===== src/rtl/scroll_display_mux_if.sv =====
// Control/display bundle between board logic and scroll_display_mux.
// Optional build macro BLINK_EN adds the blink request line.
interface scroll_display_mux_if #(
    parameter int DIGITS = 4,
    parameter int AW     = 4
);
    logic              wr_en;
    logic [AW-1:0]     wr_addr;
    logic [7:0]        wr_data;
    logic              len_we;
    logic [AW:0]       len_val;
    logic              scroll_en;
    logic              dir;
`ifdef BLINK_EN
    logic              blink;
`endif
    logic [DIGITS-1:0] select;
    logic [7:0]        hex_display;
    logic [AW-1:0]     window_pos;
    logic              wrap_pulse;

    modport master (
        output wr_en, wr_addr, wr_data, len_we, len_val, scroll_en, dir,
`ifdef BLINK_EN
        output blink,
`endif
        input  select, hex_display, window_pos, wrap_pulse
    );

    modport slave (
        input  wr_en, wr_addr, wr_data, len_we, len_val, scroll_en, dir,
`ifdef BLINK_EN
        input  blink,
`endif
        output select, hex_display, window_pos, wrap_pulse
    );
endinterface


===== src/rtl/scroll_display_mux.sv =====
// Scrolling multiplexed 7-segment driver over a writable MSG_LEN-character buffer.
// Optional build macro BLINK_EN adds a blink input that blanks hex_display on alternate BLINK_DIV windows.
module scroll_display_mux #(
    parameter int DIGITS      = 4,
    parameter int MSG_LEN     = 16,
    parameter int AW          = 4,
    parameter int REFRESH_DIV = 25000,
`ifdef BLINK_EN
    parameter int BLINK_DIV   = 50000000,
`endif
    parameter int STEP_DIV    = 100000000
) (
    input logic              fastclk,
    input logic              resetin,
    scroll_display_mux_if.slave dsp
);
    localparam int DW = (DIGITS > 1) ? $clog2(DIGITS) : 1;
    localparam int RW = (REFRESH_DIV > 1) ? $clog2(REFRESH_DIV) : 1;
    localparam int SW = (STEP_DIV > 1) ? $clog2(STEP_DIV) : 1;

    logic [7:0]        mem_q [MSG_LEN];
    logic [AW:0]       len_q, len_d, len_new;
    logic [AW-1:0]     off_q, off_d;
    logic              wrap_q, wrap_d;
    logic [DW-1:0]     dig_q, dig_d;
    logic [RW-1:0]     ref_q, ref_d;
    logic [SW-1:0]     stp_q, stp_d;
    logic [DIGITS-1:0] sel_q, sel_d;
    logic [7:0]        hex_q, hex_d;
    logic [AW+1:0]     rd_idx;
    logic              addr_ok, len_hit, step_tc;

    generate
        if (MSG_LEN < (1 << AW)) begin : g_addr_chk
            assign addr_ok = ({1'b0, dsp.wr_addr} < (AW+1)'(MSG_LEN));
        end else begin : g_addr_all
            assign addr_ok = 1'b1;
        end
    endgenerate

    always_comb begin
        ref_d = ref_q + 1'b1;
        dig_d = dig_q;
        if (ref_q == RW'(REFRESH_DIV - 1)) begin
            ref_d = '0;
            dig_d = (dig_q == DW'(DIGITS - 1)) ? '0 : dig_q + 1'b1;
        end
    end

    // A real length write takes priority over a coincident scroll step.
    always_comb begin
        len_new = (dsp.len_val > (AW+1)'(MSG_LEN)) ? (AW+1)'(MSG_LEN) : dsp.len_val;
        len_hit = dsp.len_we && (dsp.len_val != '0);
        step_tc = dsp.scroll_en && (stp_q == SW'(STEP_DIV - 1));
        stp_d   = (!dsp.scroll_en || step_tc) ? '0 : stp_q + 1'b1;
        len_d   = len_q;
        off_d   = off_q;
        wrap_d  = 1'b0;
        if (len_hit) begin
            len_d = len_new;
            if ({1'b0, off_q} >= len_new) off_d = '0;
        end else if (step_tc) begin
            if (!dsp.dir) begin
                if ({1'b0, off_q} == len_q - 1'b1) begin
                    off_d  = '0;
                    wrap_d = 1'b1;
                end else begin
                    off_d = off_q + 1'b1;
                end
            end else begin
                if (off_q == '0) begin
                    off_d  = AW'(len_q - 1'b1);
                    wrap_d = 1'b1;
                end else begin
                    off_d = off_q - 1'b1;
                end
            end
        end
    end

`ifdef BLINK_EN
    localparam int BW = (BLINK_DIV > 1) ? $clog2(BLINK_DIV) : 1;
    logic [BW-1:0] bcnt_q, bcnt_d;
    logic          bph_q, bph_d;

    always_comb begin
        bcnt_d = '0;
        bph_d  = 1'b0;
        if (dsp.blink) begin
            if (bcnt_q == BW'(BLINK_DIV - 1)) begin
                bcnt_d = '0;
                bph_d  = ~bph_q;
            end else begin
                bcnt_d = bcnt_q + 1'b1;
                bph_d  = bph_q;
            end
        end
    end

    always_ff @(posedge fastclk or negedge resetin) begin
        if (!resetin) begin
            bcnt_q <= '0;
            bph_q  <= 1'b0;
        end else begin
            bcnt_q <= bcnt_d;
            bph_q  <= bph_d;
        end
    end
`endif

    // offset+digit can exceed len several times over when len < DIGITS.
    always_comb begin
        rd_idx = {2'b00, off_q} + (AW+2)'(dig_q);
        for (int unsigned k = 0; k < unsigned'(DIGITS); k++) begin
            if (rd_idx >= {1'b0, len_q}) rd_idx = rd_idx - {1'b0, len_q};
        end
        sel_d = {1'b1, {(DIGITS-1){1'b0}}} >> dig_q;
        hex_d = mem_q[rd_idx[AW-1:0]];
`ifdef BLINK_EN
        if (bph_q) hex_d = '0;
`endif
    end

    always_ff @(posedge fastclk or negedge resetin) begin
        if (!resetin) begin
            for (int unsigned i = 0; i < unsigned'(MSG_LEN); i++) mem_q[i] <= '0;
        end else if (dsp.wr_en && addr_ok) begin
            mem_q[dsp.wr_addr] <= dsp.wr_data;
        end
    end

    always_ff @(posedge fastclk or negedge resetin) begin
        if (!resetin) begin
            len_q  <= (AW+1)'(MSG_LEN);
            off_q  <= '0;
            wrap_q <= 1'b0;
            dig_q  <= '0;
            ref_q  <= '0;
            stp_q  <= '0;
            sel_q  <= {1'b1, {(DIGITS-1){1'b0}}};
            hex_q  <= '0;
        end else begin
            len_q  <= len_d;
            off_q  <= off_d;
            wrap_q <= wrap_d;
            dig_q  <= dig_d;
            ref_q  <= ref_d;
            stp_q  <= stp_d;
            sel_q  <= sel_d;
            hex_q  <= hex_d;
        end
    end

    assign dsp.select      = sel_q;
    assign dsp.hex_display = hex_q;
    assign dsp.window_pos  = off_q;
    assign dsp.wrap_pulse  = wrap_q;
endmodule


===== src/flat_wrapper.sv =====
// flat-port wrapper written by rule: the top's interface ports become plain ports
module scroll_display_mux_flat 
#(
    parameter int DIGITS      = 4,
    parameter int MSG_LEN     = 16,
    parameter int AW          = 4,
    parameter int REFRESH_DIV = 25000,

    parameter int STEP_DIV    = 100000000
)
  (fastclk, resetin, dsp_wr_en, dsp_wr_addr, dsp_wr_data, dsp_len_we, dsp_len_val, dsp_scroll_en, dsp_dir, dsp_select, dsp_hex_display, dsp_window_pos, dsp_wrap_pulse);
  scroll_display_mux_if #(.DIGITS(DIGITS), .AW(AW)) dsp_i ();
  input logic fastclk;
  input logic resetin;
  input wire logic [$bits(dsp_i.wr_en)-1:0] dsp_wr_en;
  input wire logic [$bits(dsp_i.wr_addr)-1:0] dsp_wr_addr;
  input wire logic [$bits(dsp_i.wr_data)-1:0] dsp_wr_data;
  input wire logic [$bits(dsp_i.len_we)-1:0] dsp_len_we;
  input wire logic [$bits(dsp_i.len_val)-1:0] dsp_len_val;
  input wire logic [$bits(dsp_i.scroll_en)-1:0] dsp_scroll_en;
  input wire logic [$bits(dsp_i.dir)-1:0] dsp_dir;
  output wire logic [$bits(dsp_i.select)-1:0] dsp_select;
  output wire logic [$bits(dsp_i.hex_display)-1:0] dsp_hex_display;
  output wire logic [$bits(dsp_i.window_pos)-1:0] dsp_window_pos;
  output wire logic [$bits(dsp_i.wrap_pulse)-1:0] dsp_wrap_pulse;
  assign dsp_i.wr_en = dsp_wr_en;
  assign dsp_i.wr_addr = dsp_wr_addr;
  assign dsp_i.wr_data = dsp_wr_data;
  assign dsp_i.len_we = dsp_len_we;
  assign dsp_i.len_val = dsp_len_val;
  assign dsp_i.scroll_en = dsp_scroll_en;
  assign dsp_i.dir = dsp_dir;
  assign dsp_select = dsp_i.select;
  assign dsp_hex_display = dsp_i.hex_display;
  assign dsp_window_pos = dsp_i.window_pos;
  assign dsp_wrap_pulse = dsp_i.wrap_pulse;
  scroll_display_mux #(.DIGITS(DIGITS), .MSG_LEN(MSG_LEN), .AW(AW), .REFRESH_DIV(REFRESH_DIV), .STEP_DIV(STEP_DIV)) u_core (.fastclk(fastclk), .resetin(resetin), .dsp(dsp_i));
endmodule

===== config.mk =====
export PLATFORM = sky130hd
export DESIGN_NAME = scroll_display_mux_flat
export DESIGN_NICKNAME = d
export VERILOG_FILES = /design/src/rtl/scroll_display_mux_if.sv /design/src/rtl/scroll_display_mux.sv /design/src/flat_wrapper.sv
export SDC_FILE = /design/constraint.sdc
export NUM_CORES = 1
export LEC_CHECK = 0
export ABC_CLOCK_PERIOD_IN_PS = 13000
export BUFFER_PORTS_ARGS = -buffer_cell sky130_fd_sc_hd__buf_2
export CORE_MARGIN = 2
export CORE_UTILIZATION = 50
export CTS_BUF_LIST = sky130_fd_sc_hd__clkbuf_8 sky130_fd_sc_hd__clkbuf_16
export DETAILED_ROUTE_END_ITERATION = 12
export PLACE_DENSITY = 0.77
export SETUP_SLACK_MARGIN = 0.05
export SLEW_MARGIN = 20
export SYNTH_ARGS = -nofsm -noshare
export SYNTH_HDL_FRONTEND = slang
export SYNTH_SLANG_ARGS = --single-unit

===== constraint.sdc =====
create_clock -name fastclk -period 13 [get_ports fastclk]
set_input_delay 2.6 -clock fastclk [delete_from_list [all_inputs] [get_ports fastclk]]
set_output_delay 2.6 -clock fastclk [all_outputs]
set_load 0.005 [all_outputs]

==> out/qor.yml, run 1 <==
finish:
  layout-drive-gt1-share_pct: 22.4
  multi_input_area_sq_um: 6830
  final-seq-area_sq_um: 4860
  areaGrowthSynthToFinish_pct: 8.63
  insertedDiodeCount: 0
  fillers: 2060
  final_nets: 1264
synthesis:
  synth_top_area_share_pct: 39.6
  netlist_instances: 1202
  yosysWarnings: 0
  synth_area_leader_cell: "dfrtp_1"
  synth_area_leaders: "dfrtp_1 40%, mux2_2 13%, a211oi_1 4.6%"
  synth_cell_types: 75
  avgSynthCellArea_sq_um: 10.1
  seq_area_frac_synth_pct: 40.0
  synth_edf_count: 0
  syn_nets: 1265
  synth_ff_type: "dfrtp_1"
  netlist_area_sq_um: 12100
  yosys_register_bits: 194
  async_flop_share_pct: 100
routing:
  num_vias: 9454
  drc_errors: 0
  firstDrtPassIters: 5
  viasPerCell: 6.15
  ant_nets: 0
  wl_mm: 30.8
  initialDrtViolationCount: 938
  wl_per_cell_microns: 20.0
global_routing:
  grt_pass1_wl_mm: 50.6
  gr-usage-all-layers_pct: 24.7
  antenna_found_initial: 0
  grt_pass1_vias: 9201
  grt-ovfl-total: 0
  grt_max_degree: 85
cts:
  numCtsBuffers: 17
  cts-root-buf: "clkbuf_16"
  htree_levels: 4
  cts_hold_buffers: 0
  cts-resized-gates: 0
  clk_latency_ns: 0.45
  cts_tree: "yes"
  cts.sinks: 194
  clk_path_buf_depth: 2
  clk_pin_slew_ns: 0.08
  cts_setup_buffers: 0
setup_path:
  path_buf_inv: 7
  startpoint_type: "register"
  cpLargestDelayFamily: "compound AO/OA/AOI/OAI gates"
  cp.required_ns: 13.33
  crit_type: "register to register"
  critPathMaxStageDelay_ns: 0.96
  slowest_stage: "o221a_1"
  path_max_fanout: 57
  worstPathArrival_ns: 11.77
  rrSetupSlack_ns: 1.56
  cp-end-kind: "register"
die:
  die-area_sq_um: 25500
  die_w_microns: 160
  die_h_microns: 160
  core_area_sq_um: 24000
  io_pins: 40
  rows: 57
  start_util_pct: 50.5
sta:
  setup_tns_ns: 0
  relSlewSlack_pct: 28.5
  period_needed_ns: 11.44
  slew_violations: 0
  fmax_ghz: 0.0874
  grt_setup_unrepaired: "no"
  setup_viol: 0
  finalHoldViolCount: 0
  period_share_pct: 88.0
  worstMarginPinSlew_ns: 1.07
  clock_skew_ns: 0.0137
flow_run:
  maxCapViolations: 0
run_status:
  status: "complete, no violations"
worst_hold_path:
  hold_path.class: "register to register"
place:
  hpwl_mm: 20.6
  gp_congestion: 0.937
  portBuffers: 39
## routing by layer
metal,track usage [%],wire (microns),share of wire (%),vias up
met1,35.4,14200,46,4664
li1,-,-,-,4402
met5,0,0,0,-
met3,4.16,1910,6.2,59
met4,7.62,660,2.1,0
met2,38.6,14100,46,329
## logic make-up (layout without fill, tap and decap cells)
family / Yosys count / count (layout) / share of synthesized area [%]
AND/OR/NAND/NOR: 350 / 350 / 13.9
AO/OA/AOI/OAI: 257 / 257 / 16.3
multiplexers: 196 / 196 / 17.8
flip-flops: 194 / 194 / 40.0
buffers and inverters: 119 / 131 / 4.17
XOR/XNOR: 46 / 46 / 3.32
adder cells (fa/ha/maj): 40 / 40 / 4.43
## cells in the final DEF (no fill, tap or decap), types with 8 or more instances in the layout
master,Yosys,routed
a21o_1,8,8
or2_2,15,15
dfrtp_1,192,192
a211oi_1,74,74
ha_1,35,34
a221oi_1,25,25
inv_1,45,45
a21oi_1,24,22
nand2_1,121,121
or3_1,9,9
a32oi_1,8,8
mux2i_1,51,50
clkbuf_16,0,17
buf_2,17,38
xnor2_1,18,18
nor2b_1,9,9
o211ai_1,9,9
nand3_1,23,23
nand2b_1,16,16
buf_4,2,11
nor2_1,86,86
mux2_2,142,142
a2111o_1,8,8
a2111oi_0,25,25
xor2_1,28,28
and3_1,33,33
o21ai_0,44,44
## tightest hold or removal path, cell delays in order (launching register included)
cell	delay, ns
dfstp_2	0.37
nand2_1	0.05
nand2_1	0.05
## flip-flops by register name (all words and copies together) (netlist names)
name and flops:
u_core.mem_q 128, u_core.len_q 5, u_core.stp_q 27, u_core.dsp.select 4, u_core.dig_q 2, u_core.ref_q 15
u_core.dsp.wrap_pulse 1, u_core.dsp.hex_display 8, u_core.dsp.window_pos 4
## final cells by class
type / count / area share, %
Inverter: 48 / 1.37
Timing Repair Buffer: 51 / 2.26
Tap cell: 324 / 3.08
Clock inverter: 14 / 1.26
Clock buffer: 18 / 3.33
Sequential cell: 194 / 36.9
Multi-Input combinational cell: 889 / 51.9
## cells in the mapped netlist (3+ instances only)
| cell | instances |
|---|---|
| buf_2 | 17 |
| xnor2_1 | 18 |
| o22a_1 | 5 |
| and2_1 | 5 |
| a32oi_1 | 8 |
| clkbuf_1 | 46 |
| nand2_1 | 121 |
| or2_1 | 4 |
| inv_2 | 3 |
| nand2b_1 | 16 |
| ha_1 | 35 |
| a2111o_1 | 8 |
| o21ai_0 | 44 |
| nor4_1 | 5 |
| mux2i_1 | 51 |
| mux2_2 | 142 |
| a21o_1 | 8 |
| and3_1 | 33 |
| nor3_1 | 4 |
| inv_1 | 45 |
| dfrtp_1 | 192 |
| nor2_1 | 86 |
| o21a_1 | 3 |
| buf_6 | 4 |
| a2111oi_0 | 25 |
| nor2b_1 | 9 |
| fa_1 | 5 |
| a221oi_1 | 25 |
| nand3_1 | 23 |
| or3_1 | 9 |
| or2_2 | 15 |
| o211ai_1 | 9 |
| a21oi_1 | 24 |
| xor2_1 | 28 |
| nand3b_1 | 5 |
| a211oi_1 | 74 |
## stage by stage
step / utilization (%) / std cells / setup WS (ns) / instance area [sq um] / hold WS [ns]
2_1_floorplan: - / 1202 / 3.89 / 12100 / 0.439
3_3_place_gp: 52.3 / 1506 / 2.09 / 12600 / 0.451
3_5_place_dp: 52.3 / 1506 / 1.74 / 12600 / 0.460
4_1_cts: 54.8 / 1538 / 1.70 / 13200 / 0.472
5_1_grt: 54.8 / 1538 / 0.946 / 13200 / 0.500
6_report: 54.8 / 1538 / 1.56 / 13200 / 0.466
## final timing paths
| path | end | cells after the start | from |
|---|---|---|---|
| max | u_core.dsp.hex_display[6]$_DFF_PN0_ | 38 | u_core.dsp.window_pos[0]$_DFFE_PN0P_ |
| min | u_core.len_q[4]$_DFFE_PN1P_ | 2 | u_core.len_q[4]$_DFFE_PN1P_ |
| max reg2reg | u_core.dsp.hex_display[6]$_DFF_PN0_ | 38 | u_core.dsp.window_pos[0]$_DFFE_PN0P_ |
| min reg2reg | u_core.len_q[4]$_DFFE_PN1P_ | 2 | u_core.len_q[4]$_DFFE_PN1P_ |
| max in group asynchronous | u_core.mem_q[1]$_DFFE_PN0P_ | 3 | resetin |
| min in group asynchronous | u_core.ref_q[0]$_DFF_PN0_ | 1 | resetin |
Power of run 1 is left out: the tool's default activity adds up to more than one toggle a clock period on the data nets, which glitch-free logic cannot reach.
==> run 2, diff against run 1 <==
Settings changed: CELL_PAD_IN_SITES_DETAIL_PLACEMENT set to 0, CELL_PAD_IN_SITES_GLOBAL_PLACEMENT set to 1, PLACE_DENSITY 0.77 to 0.91.
==> run 2 against run 1 <==
  * Global-route usage about the same
  * Wire length up 1.2%
  * Cell area about the same
  * Die area unchanged
  * Worst setup slack gained 0.49 ns
  * Critical path depth decreased by 2
  * Count of clock-buffer cells in the layout is the same
  * Fmax grew 4.5%
  * Register-to-register slack improved by 0.49 ns
  * Cell count barely moved
  * Sequential share of layout area about the same
  * Critical endpoint is now u_core.dsp.hex_display[4]$_DFF_PN0_
  * Highest routed layer unchanged
==> out/qor.yml, run 2 (synthesis gave the netlist of run 1 again) <==
die:
  io_pins: 40  # unchanged
  rows: 57  # unchanged
  die_h_microns: 160  # unchanged
  die-area_sq_um: 25500  # unchanged
  die_w_microns: 160  # unchanged
  core_area_sq_um: 24000  # unchanged
  start_util_pct: 50.5  # unchanged
global_routing:
  grt-ovfl-total: 0  # unchanged
  grt_pass1_vias: 9370  # +1.8%
  gr-usage-all-layers_pct: 24.7  # about the same
  grt_pass1_wl_mm: 50.7  # +0.30%
  grt_max_degree: 76  # -11%
  antenna_found_initial: 0  # unchanged
sta:
  setup_viol: 0  # unchanged
  period_share_pct: 84.2  # -3.8 points
  clock_skew_ns: 0.0106  # -0.00310 ns
  grt_setup_unrepaired: "no"
  fmax_ghz: 0.0913  # +4.5%
  worstMarginPinSlew_ns: 1.14  # +0.0647 ns
  relSlewSlack_pct: 24.0  # -4.6 points
  setup_tns_ns: 0  # unchanged
  slew_violations: 0  # unchanged
  finalHoldViolCount: 0  # unchanged
  period_needed_ns: 10.95  # -0.495 ns
routing:
  wl_per_cell_microns: 20.2  # +1.1%
  ant_nets: 0  # unchanged
  viasPerCell: 6.11  # -0.63%
  wl_mm: 31.1  # +1.2%
  drc_errors: 0  # unchanged
  initialDrtViolationCount: 793  # -15%
  firstDrtPassIters: 5  # unchanged
  num_vias: 9401  # -0.56%
setup_path:
  cp.required_ns: 13.38  # +0.05 ns
  path_max_fanout: 57  # unchanged
  crit_type: "register to register"
  startpoint_type: "register"
  slowest_stage: "a211o_2"
  cp-end-kind: "register"
  worst_path_most_repeated_cell: "fa_1"
  critPathMaxStageDelay_ns: 0.63  # -0.33 ns
  worstPathArrival_ns: 11.32  # -0.45 ns
finish:
  insertedDiodeCount: 0  # unchanged
  final-seq-area_sq_um: 4860  # unchanged
  largest-register: "u_core.mem_q"
  multi_input_area_sq_um: 6820  # -0.22%
  largestRegisters: "u_core.mem_q (128), u_core.stp_q (27), u_core.ref_q (15)"
  areaGrowthSynthToFinish_pct: 8.67  # about the same
  mostFrequentLayoutCells: "192 x dfrtp_1, 142 x mux2_2, 121 x nand2_1, 86 x nor2_1, 74 x a211oi_1"
  layout-drive-gt1-share_pct: 22.4  # about the same
  final_nets: 1265  # +0.079%
  largest_reg_flops: 128  # unchanged
  fillers: 2091  # +1.5%
  layout_commonest_cell: "dfrtp_1"
run_status:
  status: "complete, no violations"
cts:
  htree_levels: 4  # unchanged
  cts-resized-gates: 0  # unchanged
  cts_setup_buffers: 0  # unchanged
  cts.sinks: 194  # unchanged
  clk_pin_slew_ns: 0.08  # about the same
  cts-root-buf: "clkbuf_16"
  cts_tree: "yes"
  clk_latency_ns: 0.44  # about the same
  cts_hold_buffers: 0  # unchanged
  numCtsBuffers: 17  # unchanged
  clk_path_buf_depth: 2  # unchanged
flow_run:
  maxCapViolations: 0  # unchanged
place:
  gp_congestion: 1.01  # +7.4%
  hpwl_mm: 21.2  # +2.7%
  portBuffers: 39  # unchanged
worst_hold_path:
  hold_path.class: "register to register"
## run 2: area by class of cell
cell class | instances | share of cell area [%]
Clock buffer | 18 | 3.33
Clock inverter | 14 | 1.23
Inverter | 48 | 1.37
Multi-Input combinational cell | 889 | 51.7
Sequential cell | 194 | 36.8
Tap cell | 324 | 3.07
Timing Repair Buffer | 52 | 2.44
## run 2: worst paths after layout
kind / to / startpoint / slack (ns) / cells past startpoint
max: u_core.dsp.hex_display[4]$_DFF_PN0_ / u_core.dsp.window_pos[0]$_DFFE_PN0P_ / 2.05 / 36
min: u_core.len_q[4]$_DFFE_PN1P_ / u_core.len_q[4]$_DFFE_PN1P_ / 0.47 / 2
max reg2reg: u_core.dsp.hex_display[4]$_DFF_PN0_ / u_core.dsp.window_pos[0]$_DFFE_PN0P_ / 2.05 / 36
min reg2reg: u_core.len_q[4]$_DFFE_PN1P_ / u_core.len_q[4]$_DFFE_PN1P_ / 0.47 / 2
max in group asynchronous: u_core.dsp.hex_display[3]$_DFF_PN0_ / resetin / 8.88 / 3
min in group asynchronous: u_core.ref_q[0]$_DFF_PN0_ / resetin / 2.14 / 1
## run 2: per-layer routing
layer	routed length, microns	GRT usage [%]	up-vias
met2	14900	40.7	265
li1	-	-	4378
met4	1080	10.2	0
met1	13700	32.7	4692
met3	1430	4.00	66
met5	0	0	-
## run 2: worst max-delay path, delay by kind of cell, from the launching register on
family | cells | cell delay (ns)
multiplexers | 2 | 0.65
adder cells (fa/ha/maj) | 8 | 3.03
buffers and inverters | 5 | 1.31
flip-flops | 1 | 0.49
AO/OA/AOI/OAI | 16 | 4.39
AND/OR/NAND/NOR | 5 | 0.98
## run 2: stage by stage
stage          util (%)  worst slack (ns)  cells  hold slack (ns)  area (sq um)
3_5_place_dp       52.2              1.58   1506            0.461         12600
3_3_place_gp       52.2              2.01   1506            0.457         12600
4_1_cts            54.7              1.53   1538            0.474         13200
5_1_grt            54.9              1.49   1539            0.489         13200
2_1_floorplan         -              3.89   1202            0.439         12100
6_report           54.9              2.05   1539            0.473         13200
Power of run 2 is left out for the same reason.
==> run 3, diff against run 2 <==
Settings changed: ABC_CLOCK_PERIOD_IN_PS 13000 to 8850, CORE_UTILIZATION 50 to 45, PLACE_DENSITY 0.91 to 0.87.
Clock period 13 ns to 8.85 ns, I/O delays scaled along.
==> run 3 against run 2 <==
  * Global-route usage is 1.7 points lower
  * Critical path depth is 1 higher
  * Sequential share of layout area is 0.98 points lower
  * Cell count is 2.4% higher
  * Register-to-register slack worse by 1.7 ns
  * Clock skew is 0.0069 ns higher
  * Cell area is 2.7% higher
  * Flip-flop and latch count stayed put
  * Worst setup slack worse by 1.7 ns
  * Die area is 11% higher
  * Non-clock buffer count is 20 higher
  * Highest routed layer unchanged
==> out/qor.yml, run 3 (synthesis gave the netlist of run 1 again) <==
routing:
  wl_per_cell_microns: 20.4  # +1.0%
  wl_mm: 32.2  # +3.5%
  initialDrtViolationCount: 807  # +1.8%
  viasPerCell: 6.06  # -0.79%
  firstDrtPassIters: 5  # unchanged
  ant_nets: 0  # unchanged
  num_vias: 9551  # +1.6%
  drc_errors: 0  # unchanged
global_routing:
  grt_pass1_vias: 9539  # +1.8%
  gr-usage-all-layers_pct: 23.0  # -1.7 points
  antenna_found_initial: 0  # unchanged
  grt_max_degree: 98  # +29%
  grt_pass1_wl_mm: 51.9  # +2.3%
  grt-ovfl-total: 0  # unchanged
place:
  placed_cells: 1539  # +2.2%
  dp_slack_ns: 0.216  # -1.36 ns
  gp_congestion: 0.866  # -14%
  hpwl_mm: 20.9  # -1.2%
  portBuffers: 39  # unchanged
finish:
  largestRegisters: "u_core.mem_q (128), u_core.stp_q (27), u_core.ref_q (15)"
  layout_commonest_cell: "dfrtp_1"
  final_nets: 1285  # +1.6%
  largest-register: "u_core.mem_q"
  areaGrowthSynthToFinish_pct: 11.6
  largest_reg_flops: 128  # unchanged
  layout-drive-gt1-share_pct: 25.7  # +3.3 points
  mostFrequentLayoutCells: "192 x dfrtp_1, 142 x mux2_2, 120 x nand2_1, 86 x nor2_1, 62 x a211oi_1"
  final_core_util_pct: 50.7  # -4.2 points
  insertedDiodeCount: 0  # unchanged
  final_cells: 1576  # +2.4%
sta:
  layout_setup_ws_ns: 0.376  # -1.68 ns
  relSlewSlack_pct: 23.8  # -0.18 points
  grt_setup_unrepaired: "no"
  finalHoldViolCount: 0  # unchanged
  period_needed_ns: 8.47  # -2.47 ns
  setup_viol: 0  # unchanged
  period_share_pct: 95.8  # +12 points
  setup_tns_ns: 0  # unchanged
  fmax_ghz: 0.118  # +29%
  slew_violations: 0  # unchanged
  clock_skew_ns: 0.0175  # +0.00691 ns
  worstMarginPinSlew_ns: 1.14  # +0.00269 ns
setup_path:
  crit_type: "register to register"
  cp-end-kind: "register"
  worst_path_most_repeated_cell: "fa_1"
  startpoint_type: "register"
  path_max_fanout: 24  # -58%
  cp.required_ns: 9.18  # -4.20 ns
  critPathMaxStageDelay_ns: 0.43  # -0.20 ns
  slowest_stage: "dfrtp_1"
  worstPathArrival_ns: 8.80  # -2.52 ns
cts:
  clk_latency_ns: 0.45  # about the same
  cts-root-buf: "clkbuf_16"
  clk_pin_slew_ns: 0.09  # about the same
  cts.sinks: 194  # unchanged
  clk_path_buf_depth: 2  # unchanged
  htree_levels: 4  # unchanged
  cts_tree: "yes"
  numCtsBuffers: 17  # unchanged
  cts_hold_buffers: 0  # unchanged
die:
  die_w_microns: 168  # +5.3%
  rows: 60  # +5.3%
  start_util_pct: 45.4  # -5.1 points
  core_area_sq_um: 26700  # +11%
  die_h_microns: 168  # +5.3%
  io_pins: 40  # unchanged
  die-area_sq_um: 28300  # +11%
flow_run:
  maxCapViolations: 0  # unchanged
worst_hold_path:
  hold_path.class: "register to register"
run_status:
  status: "complete, no violations"
[run 3: cell types whose count changed in the layout (fill, tap and decap cells not counted), sizes merged]
cell / before / now
clkinv: 6 / 8
clkinvlp: 2 / 0
buf: 51 / 70
clkbuf: 19 / 20
[run 3: routing by layer]
layer	wire length, microns	vias to the layer above	global-route usage, %
li1	-	4445	-
met1	14100	4754	30.5
met2	15500	295	37.9
met3	1850	57	4.16
met4	813	0	8.10
met5	0	-	0
[run 3: stage by stage]
stage | hold slack [ns] | instance area (sq um)
finish | 0.470 | 13500
global route | 0.491 | 13500
CTS | 0.469 | 13300
detailed placement | 0.456 | 12700
global placement | 0.456 | 12700
floorplan | 0.439 | 12200
[run 3: layout make-up]
type / instances / area, sq um
Timing Repair Buffer: 72 / 505
Multi-Input combinational cell: 889 / 6960
Tap cell: 341 / 427
Clock buffer: 18 / 439
Inverter: 48 / 180
Fill cell: 2437 / 13200
Sequential cell: 194 / 4860
Clock inverter: 14 / 178
[run 3: worst paths after layout]
kind	end	slack (ns)	from	cells past startpoint
max in group asynchronous	u_core.mem_q[119]$_DFFE_PN0P_	5.52	resetin	3
worst min register to register	u_core.len_q[4]$_DFFE_PN1P_	0.47	u_core.len_q[4]$_DFFE_PN1P_	2
worst max register to register	u_core.dsp.hex_display[3]$_DFF_PN0_	0.38	u_core.dig_q[0]$_DFFE_PN0N_	37
worst max-delay path	u_core.dsp.hex_display[3]$_DFF_PN0_	0.38	u_core.dig_q[0]$_DFFE_PN0N_	37
min in group asynchronous	u_core.stp_q[3]$_DFF_PN0_	1.38	resetin	1
worst min-delay path	u_core.len_q[4]$_DFFE_PN1P_	0.47	u_core.len_q[4]$_DFFE_PN1P_	2
[run 3: repair_timing]
item                       in CTS  in global routing
buffers inserted                0                  4
resized for setup               0                 35
setup endpoints to repair       0                  8
[run 3: critical path: cells and delay by family (launching register included)]
kind	cells	cell delay, ns
AND/OR/NAND/NOR	7	1.19
buffers and inverters	3	0.34
adder cells (fa/ha/maj)	9	2.58
XOR/XNOR	1	0.19
AO/OA/AOI/OAI	15	2.99
flip-flops	1	0.43
multiplexers	2	0.63
Power of run 3 is left out for the same reason.
